[config.mk]
export PLATFORM = sky130hd
export DESIGN_NAME = ni_local_tx
export DESIGN_NICKNAME = d
export VERILOG_FILES = /design/src/rtl/ni_local_tx.sv
export SDC_FILE = /design/constraint.sdc
export NUM_CORES = 1
export LEC_CHECK = 0
export BUFFER_PORTS_ARGS = -buffer_cell sky130_fd_sc_hd__buf_4
export CORE_ASPECT_RATIO = 1.25
export CORE_MARGIN = 2
export CORE_UTILIZATION = 55
export CTS_CLUSTER_SIZE = 30
export DETAILED_ROUTE_END_ITERATION = 7
export PLACE_DENSITY = 0.91
export SETUP_SLACK_MARGIN = 0.02
export SLEW_MARGIN = 20
export SYNTH_ARGS = -nofsm -noshare
export SYNTH_HDL_FRONTEND = slang
export SYNTH_SLANG_ARGS = --single-unit
[constraint.sdc]
create_clock -name clk -period 6.5 [get_ports clk]
set_clock_uncertainty 0.05 [all_clocks]
set_input_delay 1.95 -clock clk [delete_from_list [all_inputs] [get_ports clk]]
set_output_delay 1.95 -clock clk [all_outputs]
set_load 0.005 [all_outputs]
[src/rtl/ni_local_tx.sv]
`default_nettype none
// ==========================================================================
// ni_local_tx : PE-side NI transmitter, header + PKT_LEN-1 body flits under
// credit flow control. Rev 1.0 | optional stats: NI_LOCAL_TX_STATS_EN
// ==========================================================================
module ni_local_tx #(
    parameter int BUF_DEPTH = 8,
    parameter int CRED_W    = 4,
    parameter int PKT_LEN   = 4
) (
    input  logic              clk,
    input  logic              reset,
    input  logic              cmd_valid_i,
    input  logic [15:0]       cmd_dest_i,
    output logic              cmd_ready_o,
    input  logic              pl_valid_i,
    input  logic [15:0]       pl_data_i,
    output logic              pl_ready_o,
    output logic [15:0]       l_data_o,
    output logic              l_valid_o,
    input  logic              l_credit_i,
    output logic [CRED_W-1:0] credit_o,
    output logic              busy_o,
    output logic              pkt_sent_o,
    output logic              cred_err_o
`ifdef NI_LOCAL_TX_STATS_EN
    ,
    output logic [15:0]       pkt_count_o,
    output logic [15:0]       stall_cycles_o
`endif
);

    localparam logic [1:0]        c_S_IDLE   = 2'd0;
    localparam logic [1:0]        c_S_HEAD   = 2'd1;
    localparam logic [1:0]        c_S_BODY   = 2'd2;
    localparam logic [CRED_W-1:0] c_CRED_MAX = CRED_W'(BUF_DEPTH);
    localparam logic [3:0]        c_LAST_CNT = 4'(PKT_LEN - 2);

    logic [1:0]        r_state;
    logic [1:0]        w_state_nxt;
    logic [15:0]       r_dest;
    logic [3:0]        r_cnt;
    logic [CRED_W-1:0] r_credit;
    logic              r_cred_err;
    logic [15:0]       r_l_data;
    logic              r_l_valid;
    logic              r_pkt_sent;

    logic              w_can_send;
    logic              w_cmd_ready;
    logic              w_pl_ready;
    logic              w_launch;
    logic              w_last;
    logic [15:0]       w_launch_data;

    // A credit returned this cycle only becomes usable next cycle.
    assign w_can_send = (r_credit != '0);

    always_ff @(posedge clk) begin
        if (!reset) begin
            r_state <= c_S_IDLE;
        end else begin
            r_state <= w_state_nxt;
        end
    end

    always_comb begin
        w_state_nxt = r_state;
        case (r_state)
            c_S_IDLE: if (cmd_valid_i) w_state_nxt = c_S_HEAD;
            c_S_HEAD: if (w_can_send)  w_state_nxt = c_S_BODY;
            c_S_BODY: if (w_last)      w_state_nxt = c_S_IDLE;
            default:                   w_state_nxt = c_S_IDLE;
        endcase
    end

    always_comb begin
        w_cmd_ready   = 1'b0;
        w_pl_ready    = 1'b0;
        w_launch      = 1'b0;
        w_last        = 1'b0;
        w_launch_data = r_dest;
        case (r_state)
            c_S_IDLE: w_cmd_ready = reset;
            c_S_HEAD: w_launch    = w_can_send;
            c_S_BODY: begin
                w_pl_ready    = reset & w_can_send;
                w_launch      = pl_valid_i & w_pl_ready;
                w_launch_data = pl_data_i;
                w_last        = w_launch && (r_cnt == c_LAST_CNT);
            end
            default: ;
        endcase
    end

    always_ff @(posedge clk) begin
        if (!reset) begin
            r_dest     <= '0;
            r_cnt      <= '0;
            r_l_data   <= '0;
            r_l_valid  <= 1'b0;
            r_pkt_sent <= 1'b0;
        end else begin
            if (r_state == c_S_IDLE && cmd_valid_i) begin
                r_dest <= cmd_dest_i;
            end
            if (w_launch) begin
                r_l_data <= w_launch_data;
                r_cnt    <= (r_state == c_S_HEAD) ? 4'd0 : r_cnt + 4'd1;
            end
            r_l_valid  <= w_launch;
            r_pkt_sent <= w_last;
        end
    end

    always_ff @(posedge clk) begin
        if (!reset) begin
            r_credit   <= c_CRED_MAX;
            r_cred_err <= 1'b0;
        end else begin
            case ({w_launch, l_credit_i})
                2'b10: r_credit <= r_credit - 1'b1;
                2'b01: begin
                    if (r_credit == c_CRED_MAX) begin
                        r_cred_err <= 1'b1;
                    end else begin
                        r_credit <= r_credit + 1'b1;
                    end
                end
                default: ;
            endcase
        end
    end

`ifdef NI_LOCAL_TX_STATS_EN
    logic [15:0] r_pkt_count;
    logic [15:0] r_stall_cycles;
    logic        w_stall;

    assign w_stall = ((r_state == c_S_HEAD) || (r_state == c_S_BODY && pl_valid_i))
                     && !w_can_send;

    always_ff @(posedge clk) begin
        if (!reset) begin
            r_pkt_count    <= '0;
            r_stall_cycles <= '0;
        end else begin
            if (r_pkt_sent && r_pkt_count != 16'hFFFF) begin
                r_pkt_count <= r_pkt_count + 16'd1;
            end
            if (w_stall && r_stall_cycles != 16'hFFFF) begin
                r_stall_cycles <= r_stall_cycles + 16'd1;
            end
        end
    end

    assign pkt_count_o    = r_pkt_count;
    assign stall_cycles_o = r_stall_cycles;
`endif

    assign cmd_ready_o = w_cmd_ready;
    assign pl_ready_o  = w_pl_ready;
    assign l_data_o    = r_l_data;
    assign l_valid_o   = r_l_valid;
    assign credit_o    = r_credit;
    assign busy_o      = (r_state != c_S_IDLE);
    assign pkt_sent_o  = r_pkt_sent;
    assign cred_err_o  = r_cred_err;

endmodule
`default_nettype wire

### Yosys cells after proc, flatten, opt, wreduce, memory -nomap -nowiden

Index checks and enable logic that the tools add are counted.
Widths: inputs -> output; s select.

* add/sub/neg operators: 3
* equality and inequality tests: 10
* multiplexer cells: 12
* bitwise operators: 2
* reduce and logical (&&, ||, !) cells: 9

Operators by type and width (count)
* $mux 16: 1
* $add 4x1->4 const B: 2
* $mux 4: 2
* $ne 2x2->1 const B: 4
* $pmux 4 s2: 1
* $mux 2: 3
* $pmux 2 s3: 1
* $eq 2x1->1 const B: 2
* $eq 2x2->1 const B: 2
* $eq 4x2->1 const B: 1
* $eq 4x4->1 const B: 1
* $reduce_and 2->1: 2
* $reduce_bool 2->1: 2
* $reduce_bool 4->1: 1
* $sub 4x1->4 const B: 1
* $mux 1: 3
* $reduce_and 3->1: 1
* $and 1x1->1: 2
* $logic_and 1x1->1: 2
* $logic_not 2->1: 1
* $pmux 1 s2: 1

* register bits: 45
* output and inout port bits: 26

### Logic depth before layout (Yosys ltp)

* depth after elaboration: 7
* gate-level depth with buffers: 12
* depth with buffers taken out: 10

### Worst setup path after synthesis

No wires, ideal clock.

* path type: input to output
* start point: in reset
* end point: out cmd_ready_o
* arrival time: 2630 ps
* required time: 4500 ps
* slack: 1870 ps
* stages on the path: 3
* cell sequence: clkbuf_1 -> clkbuf_1 -> and2_1

* word-level cells in the longest chain between the ends: 1

RTL lines
* start: declaration: RTL line 12 `input logic reset,`
* $mux 1: RTL line 83 `case (r_state)`
* end: declaration: RTL line 15 `output logic cmd_ready_o,`

No other way between the ends.

### Final worst setup path

* start point: in reset
* end point: out pl_ready_o

* word-level cells in the longest chain between the ends: 2

RTL lines
* $and 1x1->1: RTL line 87 `w_pl_ready = reset & w_can_send;`
* $mux 1: RTL line 83
* end: declaration: RTL line 18 `output logic pl_ready_o,`

No other way between the ends.

==> results.txt <==
Clk Latency, worst-skew pair = 0.29 ns
ys async rst share = 0%
Die Wd = 59.82 microns
grt met2 use = 41.91%
Final #Nets = 335
placed insts = 321
post-synthesis xor/xnor area fraction = 2.044%
Synth Area in Adders = 6.192%
net count after synthesis = 279
synth top area cells = dfxtp_1 (42%), nand2_1 (11%), mux2i_1 (8.9%), o211a_1 (7.5%), ha_1 (5.3%)
GRT Total Usage = 22.81%
Crit Path Max Fanout = 52
reg2reg end = credit_o[3]
total negative setup slack = 0 ns
Area Growth Syn to Fin = 26.52%
Critical Path Slowest Stage Cell = buf_4
Max H-tree Level = 2
row count = 25
vias = 1817
Combinational Power Share = 40.1%
DR vias/cell = 5.523
hold path endpoint = r_dest[15]
Worst slew margin = 27.21%
Seq cells post-synth = 45
global-route wire length before repair = 7659 microns
Post-CTS Setup Inserts = 0
M3 GR Usage = 3.697%
Area after DPL = 2594 sq um
Net Sw Frac = 34.80%
gpl congestion = 0.8825
Yosys cell types = 36
layer with the highest usage = met2
Yosys warning total = 0
max-cap violations = 0
die height = 73.78 microns
met1 Use GR = 26.12%
crit start category = input port
Synth area leader = dfxtp_1
non-filler cells, final = 329
worst min path class = reg2reg
Lkg Pwr = 0.001312 uW
critical path type = in2out
port bufs = 62
vias in the first global route = 1779
Initial Util = 57.07%
max incr delay on CP = 0.38 ns
CTS root buf = clkbuf_8
worst slew pin tran = 1.092 ns
DRT iter0 DRCs = 72
CTS buffer count = 5
Total Die Area = 4413 sq um
Hold Vio Cnt, Final = 0
first drt pass iteration count = 4
post-synthesis sequential area ratio = 42.06%
switching power = 361.9 uW
HPWL Detailed = 3223 microns
largest family of logic cells by synthesized area = compound AO/OA/AOI/OAI gates
Cell Area, Synth = 2142 sq um
GR Overflow Total = 0
Setup-failing EPs final = 0
worst reg2reg path depth = 10
CP cell instances = buf_4 -> nand2_1 -> nor2_1 -> buf_4
Cell Pwr Density = 383.8 nW/um^2
status = finished, final reports clean
share of Yosys cell area claimed by the top area cell type = 42.06%
Clock Power Share = 21.0%
worst reg2reg setup slack = 2.99 ns
hold path cells = 2
Compound-Gate Fraction of Synth Area = 18.17%
pin count of the biggest net entering global routing = 53
Seq pwr share = 38.9%
Syn Inst Count = 232
internal power = 678.1 uW
CORE AREA = 3754 sq um
mux contribution to synthesized area = 9.579%
Arr. time, crit path = 2.77 ns
min-delay src = r_dest[15]
CTS tree = yes
CP endpoint kind = primary output
cts repair resizes = 0
R2R Path Start = r_state[0]
DRC Markers = 0
final worst-path cycle share = 73.41%
post-synthesis simple-gate area fraction = 17.58%
critical path data required time = 4.50 ns
CTS Hold Buffers Added = 0
Peak VDD IR = 0.0002059 V
most common flop cell mapped by yosys = dfxtp_1
antenna violations before repair = 0
DR WL/cell = 13.99 microns
setup repair after global routing missed its margin = false
CTS Sinks = 45
Routed Antenna Nets = 0
Longest Clk Path Bufs = 2
Critical Path Most Common Cell = buf_4
Final Max Tran Viols = 0
EDFF count, synth = 0
WL final = 4603 microns
# diodes = 0
fin crit period = 4.772 ns
final instance area = 2710 sq um
clk slew on worst S/H paths = 0.08 ns
Max Freq = 0.2096 GHz
Mean Syn Cell Area = 9.233 sq um
ratio of cells with drive above 1 in the final layout = 25.61%
I/O pin cnt = 63
## synthesized netlist by cell type (2+ instances only)
library cell,count
nand2_1,62
dfxtp_1,45
mux2i_1,19
o211a_1,16
a21boi_0,14
clkbuf_1,9
ha_1,9
inv_1,6
nor2_1,5
and2_1,4
xnor2_1,4
a21boi_1,3
a21oi_1,3
buf_2,3
nor3_1,3
a31oi_1,2
buf_6,2
nand2b_1,2
nand3_1,2
nor4_1,2
o22ai_1,2
## per-stage QoR
step           setup WS, ns  total power [uW]  util (%)  hold WS [ns]
4_1_cts               1.704              1045     72.20        0.4061
6_report              1.728              1040     72.20        0.4057
3_5_place_dp          1.702             828.4     69.10        0.3949
3_3_place_gp          1.779             811.0     69.10        0.3895
5_1_grt               1.641              1115     72.20        0.4217
2_1_floorplan         1.870             678.5         -        0.3844
## how the worst max path moves through the flow
stage	start	end	slack, ns	cells past startpoint
6_report	reset	pl_ready_o	1.73	4
5_1_grt	reset	pl_ready_o	1.64	4
4_1_cts	reset	pl_ready_o	1.70	4
3_5_place_dp	reset	pl_ready_o	1.70	4
3_3_place_gp	reset	pl_ready_o	1.78	4
2_1_floorplan	reset	cmd_ready_o	1.87	3
## metal layers
layer  wire length, microns  up-vias
met5                      0        -
met4                     72        0
met3                    140        9
met2                   2458       40
met1                   1932      868
li1                       -      900
## cell type report
cell class                 count  area (sq um)
clock buffer                   7         86.33
timing repair buffer          63         473.0
inverter                       6         22.52
fill                         299          1044
multi-input combinational    167          1147
sequential                    45         900.9
tap                           40         50.05
clock inverter                 1         30.03
## cell families after synthesis
logic type,count (synthesis)
simple gates,87
compound gates,45
flops,45
buf+inv,20
mux,20
fa+ha+maj,10
xor+xnor,5
## power by group through the flow
stage | combinational [uW] | sequential, uW | clock, uW
floorplan | 277 | 402 | 0
global placement | 404 | 407 | 0
detailed placement | 418 | 410 | 0
CTS | 422 | 405 | 218
global route | 467 | 414 | 233
finish | 417 | 405 | 218
## sequential cells by signal, indices dropped and copies added, names as in the netlist
signal and cells:
r_state 2, cred_err_o 1, r_cnt 4, pkt_sent_o 1
credit_o 4, l_valid_o 1, l_data_o 16, r_dest 16
## critical path: cells and delay by family
family / cells / cell delay (ns)
buffers and inverters: 2 / 0.51
AND/OR/NAND/NOR: 2 / 0.31
## layout by cell type, fill, tap and decap left out, types with 2 or more instances in the layout
cell type  Yosys  routed
a21oi_1        3       3
nor4_1         2       2
a21boi_1       3       3
ha_1           9       9
o211a_1       16      16
xnor2_1        4       4
o22ai_1        2       2
clkbuf_8       0       6
dfxtp_1       45      45
nor2_1         5       5
and2_1         4       4
buf_4          0      63
mux2i_1       19      19
inv_1          6       6
nand2b_1       2       2
nand3_1        2       2
a21boi_0      14      14
nor3_1         3       3
a31oi_1        2       2
nand2_1       62      62
No activity file was read; power rests on OpenSTA's default activity.
